File: src/rtl/multicycle_sequencer_pkg.sv
// Shared definitions for the multicycle sequencer: state encodings, control-word
// field positions and write-back select codes, also used by control ROM builders.
package multicycle_sequencer_pkg;

    typedef enum logic [2:0] {
        ST_FETCH  = 3'd0,
        ST_DECODE = 3'd1,
        ST_EXEC   = 3'd2,
        ST_MEM    = 3'd3,
        ST_WB     = 3'd4,
        ST_ERROR  = 3'd7
    } state_t;

    localparam int CW_PCSEL     = 19;
    localparam int CW_IMMSEL_HI = 18;
    localparam int CW_IMMSEL_LO = 16;
    localparam int CW_REGWEN    = 15;
    localparam int CW_BRUN      = 14;
    localparam int CW_BSEL      = 13;
    localparam int CW_ASEL      = 12;
    localparam int CW_ALUSEL_HI = 11;
    localparam int CW_ALUSEL_LO = 8;
    localparam int CW_MEMRW     = 7;
    localparam int CW_SSIZE_HI  = 6;
    localparam int CW_SSIZE_LO  = 5;
    localparam int CW_LTYPE_HI  = 4;
    localparam int CW_LTYPE_LO  = 2;
    localparam int CW_WBSEL_HI  = 1;
    localparam int CW_WBSEL_LO  = 0;

    localparam logic [1:0] WB_MEM = 2'b00;
    localparam logic [1:0] WB_ALU = 2'b01;
    localparam logic [1:0] WB_PC4 = 2'b10;

    // Stores always touch memory; loads are register writes that take data from memory.
    function automatic logic needs_mem(input logic mem_rw, input logic reg_wen,
                                       input logic [1:0] wb_sel);
        return mem_rw | (reg_wen & (wb_sel == WB_MEM));
    endfunction

endpackage

File: src/rtl/multicycle_sequencer_mc_wait_timer.sv
// Memory wait counter: counts cycles a request is pending without ready and
// flags the cycle that would otherwise become the TIMEOUT-th unanswered wait.
module mc_wait_timer #(
    parameter int TIMEOUT = 255
) (
    input  logic clk,
    input  logic rst_n,
    input  logic clear,
    input  logic req,
    input  logic ready,
    output logic expired
);

    localparam int CNT_W = (TIMEOUT > 1) ? $clog2(TIMEOUT) : 1;
    localparam logic [CNT_W-1:0] LAST = CNT_W'(TIMEOUT - 1);

    logic [CNT_W-1:0] count_q;

    always_ff @(posedge clk or negedge rst_n) begin
        if (!rst_n) begin
            count_q <= '0;
        end else if (clear) begin
            count_q <= '0;
        end else if (req && !ready) begin
            count_q <= count_q + CNT_W'(1);
        end
    end

    // Ready in the terminal cycle still completes the handshake.
    assign expired = req & ~ready & (count_q == LAST);

endmodule

File: src/rtl/multicycle_sequencer.sv
// Multicycle instruction sequencer: FETCH/DECODE/EXEC/MEM/WB control with
// memory handshakes, a wait timeout into a sticky ERROR state and a retire counter.
module multicycle_sequencer
    import multicycle_sequencer_pkg::*;
#(
    parameter int TIMEOUT = 255,
    parameter int CW_W    = 20
) (
    input  logic            clk,
    input  logic            rst_n,
    input  logic            run,
    input  logic [CW_W-1:0] ctrl_word,
    output logic            imem_req,
    input  logic            imem_ready,
    output logic            dmem_req,
    output logic            dmem_we,
    input  logic            dmem_ready,
    output logic            ir_we,
    output logic            pc_we,
    output logic            pc_sel,
    output logic            reg_we,
    output logic [2:0]      state,
    output logic            err,
    output logic [31:0]     instret
);

    state_t      state_q;
    state_t      state_d;
    logic [31:0] instret_q;
    logic        mem_ready;
    logic        timed_out;
    logic        unused_cw;

    assign unused_cw = ^ctrl_word;

    always_ff @(posedge clk or negedge rst_n) begin
        if (!rst_n) begin
            state_q <= ST_FETCH;
        end else begin
            state_q <= state_d;
        end
    end

    always_ff @(posedge clk or negedge rst_n) begin
        if (!rst_n) begin
            instret_q <= '0;
        end else if (state_q == ST_WB) begin
            instret_q <= instret_q + 32'd1;
        end
    end

    assign mem_ready = (state_q == ST_MEM) ? dmem_ready : imem_ready;

    mc_wait_timer #(
        .TIMEOUT (TIMEOUT)
    ) u_wait_timer (
        .clk     (clk),
        .rst_n   (rst_n),
        .clear   (state_d != state_q),
        .req     (imem_req | dmem_req),
        .ready   (mem_ready),
        .expired (timed_out)
    );

    // Fetch request is gated by rst_n so nothing is requested while reset is held.
    always_comb begin
        state_d  = state_q;
        imem_req = 1'b0;
        ir_we    = 1'b0;
        dmem_req = 1'b0;
        dmem_we  = 1'b0;
        pc_we    = 1'b0;
        pc_sel   = 1'b0;
        reg_we   = 1'b0;
        err      = 1'b0;
        case (state_q)
            ST_FETCH: begin
                imem_req = run & rst_n;
                ir_we    = run & rst_n & imem_ready;
                if (ir_we) begin
                    state_d = ST_DECODE;
                end else if (timed_out) begin
                    state_d = ST_ERROR;
                end
            end
            ST_DECODE: state_d = ST_EXEC;
            ST_EXEC: begin
                state_d = needs_mem(ctrl_word[CW_MEMRW], ctrl_word[CW_REGWEN],
                                    ctrl_word[CW_WBSEL_HI:CW_WBSEL_LO]) ? ST_MEM : ST_WB;
            end
            ST_MEM: begin
                dmem_req = 1'b1;
                dmem_we  = ctrl_word[CW_MEMRW];
                if (dmem_ready) begin
                    state_d = ST_WB;
                end else if (timed_out) begin
                    state_d = ST_ERROR;
                end
            end
            ST_WB: begin
                pc_we   = 1'b1;
                pc_sel  = ctrl_word[CW_PCSEL];
                reg_we  = ctrl_word[CW_REGWEN];
                state_d = ST_FETCH;
            end
            ST_ERROR: err = 1'b1;
            default:  state_d = ST_ERROR;
        endcase
    end

    assign state   = state_q;
    assign instret = instret_q;

endmodule

File: config.mk
export PLATFORM = sky130hd
export DESIGN_NAME = multicycle_sequencer
export DESIGN_NICKNAME = d
export VERILOG_FILES = /design/src/rtl/multicycle_sequencer_pkg.sv /design/src/rtl/multicycle_sequencer_mc_wait_timer.sv /design/src/rtl/multicycle_sequencer.sv
export SDC_FILE = /design/constraint.sdc
export NUM_CORES = 1
export LEC_CHECK = 0
export BUFFER_PORTS_ARGS = -buffer_cell sky130_fd_sc_hd__clkbuf_2
export CORE_ASPECT_RATIO = 1.2
export CORE_MARGIN = 3
export CORE_UTILIZATION = 46
export CTS_BUF_LIST = sky130_fd_sc_hd__clkbuf_4 sky130_fd_sc_hd__clkbuf_8 sky130_fd_sc_hd__clkbuf_16
export DETAILED_ROUTE_END_ITERATION = 8
export GPL_TIMING_DRIVEN = 0
export PLACE_DENSITY_LB_ADDON = 0.08
export SYNTH_ARGS = -nofsm -noshare
export SYNTH_HDL_FRONTEND = slang
export SYNTH_HIERARCHICAL = 1
export SYNTH_SLANG_ARGS = --single-unit
File: constraint.sdc
create_clock -name clk -period 2.4 [get_ports clk]
set_input_delay 0.24 -clock clk [delete_from_list [all_inputs] [get_ports clk]]
set_output_delay 0.24 -clock clk [all_outputs]
set_load 0.05 [all_outputs]
==> results.sh <==
export IMPL_synth_most_common_cell="dfrtp_1"
export IMPL_critical_path_max_fanout=8
export IMPL_grt_overflow=0
export IMPL_insertion_delay_ps=290
export IMPL_multiInputGateArea_um2=1160
export IMPL_p_leak_nw=1.48
export IMPL_path_class="input port to flop"
export IMPL_first_global_vias=1751
export IMPL_synth_edf_count=0
export IMPL_switchingPower_mw=0.419
export IMPL_vias=1805
export IMPL_end_kind="flop"
export IMPL_power_density_nw_per_um2=577
export IMPL_fillers=405
export IMPL_maxCapViolations=0
export IMPL_yosys_area_top_type_share_pct=48.3
export IMPL_place_ws_ps=-629
export IMPL_io_pins=68
export IMPL_ys_seq_elements=43
export IMPL_syn_inst=213
export IMPL_setup_worst_path_start_class="input port"
export IMPL_p_comb_share_pct=11.5
export IMPL_synth_largest_area_cell="dfrtp_1"
export IMPL_worst_ep_arrival_time_ps=2540
export IMPL_dieArea_um2=5720
export IMPL_wl_um=4720
export IMPL_grt_max_degree=39
export IMPL_p_clk_share_pct=40.2
export IMPL_synth_main_ff_cell="dfrtp_1"
export IMPL_fp_dieW_um=69.6
export IMPL_row_count=27
export IMPL_hold_class="input port to flop"
export IMPL_grt_pass1_wl_um=8190
export IMPL_drc=0
export IMPL_core_um2=4630
export IMPL_io_buffer_count=52
export IMPL_cts_buffers=5
export IMPL_placedCellCount=323
export IMPL_tightest_slew_ps=402
export IMPL_clkTransAtPathRegs_ps=80
export IMPL_final_hold_violation_count=0
export IMPL_die_height_um=82.3
export IMPL_ys_warn_count=6
export IMPL_track_usage_pct=17.9
export IMPL_layout_drive_gt1_share_pct=35.4
export IMPL_async_flop_share_pct=100
export IMPL_ant_nets=0
export IMPL_status="finished clean"
export IMPL_timing_final_crit_period_ps=2330
export IMPL_start_util_pct=48.2
export IMPL_synth_cell_type_count=41
export IMPL_clockBufferDepth=2
export IMPL_syn_num_nets=241
export IMPL_final_cells=343
export IMPL_antennaDiodeCount=0
export IMPL_ys_top_cells_by_area="dfrtp_1 (48%), xnor2_1 (9.0%), xor2_1 (3.9%), nand3_1 (3.1%), nor2_1 (2.9%)"
export IMPL_setup_ws_ps=66.4
export IMPL_wl_per_cell_um=13.7
export IMPL_fin_nets=312
export IMPL_cts_tree="built"
export IMPL_crit_required_ps=2610
export IMPL_period_share_pct=97.2
export IMPL_cts_root_buf="clkbuf_8"
export IMPL_syn2layout_area_growth_pct=29.7
export IMPL_skew_ps=8.37
export IMPL_rsz0062_at_grt="true"
export IMPL_p_sw_share_pct=25.1
export IMPL_synthesis_area_um2=2230
export IMPL_htreeDepth=2
export IMPL_peakVddDrop_v=0.000275
export IMPL_final_max_slew_viol_count=0
export IMPL_via_per_inst=5.26
export IMPL_gp_congestion=0.842
export IMPL_avgSynthCellArea_um2=10.5
export IMPL_finalSetupViolations=0
export IMPL_seq_area_frac_synth_pct=48.3
export IMPL_synth_commonest_cells="dfrtp_1 (43), xnor2_1 (23), nor2_1 (17)"
export IMPL_internal_power_mw=1.25
export IMPL_slew_headroom_pct=73.1
export IMPL_fmax_mhz=429
export IMPL_seqCellArea_um2=1080
export IMPL_antenna_found_initial=0
export IMPL_drt_initial_drc_count=86
export IMPL_cts_num_sinks=43
export IMPL_power_share_sequential_pct=48.3
export IMPL_drt_first_pass_iters=6
export IMPL_dp_hpwl_um=3230
## registers in the layout (all words and copies together), names as in the netlist
register and flops:
state 3, instret 32, u_wait_timer/count_q 8
## cell type report
class | instances | area share, %
Sequential cell | 43 | 37.3
Clock inverter | 2 | 2.08
Tap cell | 58 | 2.51
Inverter | 6 | 0.779
Clock buffer | 6 | 2.64
Buffer | 6 | 1.73
Multi-Input combinational cell | 158 | 40.1
Timing Repair Buffer | 64 | 12.8
## critical path: stages
cell,delay (ps)
dlygate4sd3_1,530
clkbuf_4,180
and3_2,190
or2_2,310
nand4b_4,110
nor3_4,50
buf_4,140
o21ai_0,280
o2111ai_1,170
buf_4,200
a211oi_2,140
## layout by cell type (no fill, tap or decap), drive strengths merged, types with 3 or more instances in the layout
cell type,count
a21oi,11
and2,5
and3,9
and4,3
buf,13
clkbuf,61
dfrtp,43
ha,3
inv,6
nand2,15
nand3,14
nand4,9
nor2,17
nor2b,3
nor3,6
o21ai,6
or3,3
xnor2,23
xor2,10
## layer usage
layer / wire (µm) / track usage (%) / part of all wire (%)
met1: 2130 / 22.0 / 45
met2: 2280 / 31.3 / 48
met3: 232 / 3.87 / 4.9
met4: 71 / 6.45 / 1.5
met5: 0 / 0 / 0
## per-stage QoR
stage                     cell area, µm²  util, %  hold WS, ps  TNS [ps]  power, mW
after floorplan                     2290        -        -55.6     -2080      0.943
after global placement              2620     56.6          456     -5380       1.00
after detailed placement            2620     56.6          464     -5790       1.01
after CTS                           2840     61.4          375         0       1.69
after global routing                2890     62.5          407      -876       1.74
final                               2890     62.5          396         0       1.67
## worst paths after layout
kind | slack, ps | to | start | cells past startpoint
worst min register to register | 470 | instret[31] | instret[31] | 1
worst min-delay path | 400 | state[1] | dmem_ready | 4
max in group asynchronous | 1230 | instret[22] | rst_n | 3
worst max register to register | 100 | u_wait_timer/count_q[5] | state[2] | 11
min in group asynchronous | 500 | instret[25] | rst_n | 3
worst max-delay path | 70 | u_wait_timer/count_q[1] | rst_n | 11
## cell families (layout without fill, tap and decap cells)
family | count (synthesis) | in the layout | share of synthesized area, %
and+or+nand+nor | 94 | 94 | 26.7
DFF | 43 | 43 | 48.3
xor gates and xnor gates | 33 | 33 | 13.0
AOI/OAI and AO/OA | 26 | 26 | 7.07
buffers and inverters | 12 | 84 | 2.36
adders and majority gates | 3 | 3 | 1.68
muxes | 2 | 2 | 1.01
## repair_timing
item                       CTS  global route
resized for setup            4             5
setup buffers                4             5
pin swaps                    2             3
hold buffers                 3             0
setup endpoints to repair    9             9
hold endpoints to repair     5             0
## power by group through the flow
| stage | combinational, mW | clock (mW) | sequential (mW) |
|---|---|---|---|
| 6_report | 0.193 | 0.671 | 0.806 |
| 5_1_grt | 0.209 | 0.721 | 0.813 |
| 4_1_cts | 0.196 | 0.687 | 0.806 |
| 3_5_place_dp | 0.188 | 0 | 0.820 |
| 3_3_place_gp | 0.184 | 0 | 0.819 |
| 2_1_floorplan | 0.0674 | 0 | 0.875 |
Power figures use the tool's default switching activity.
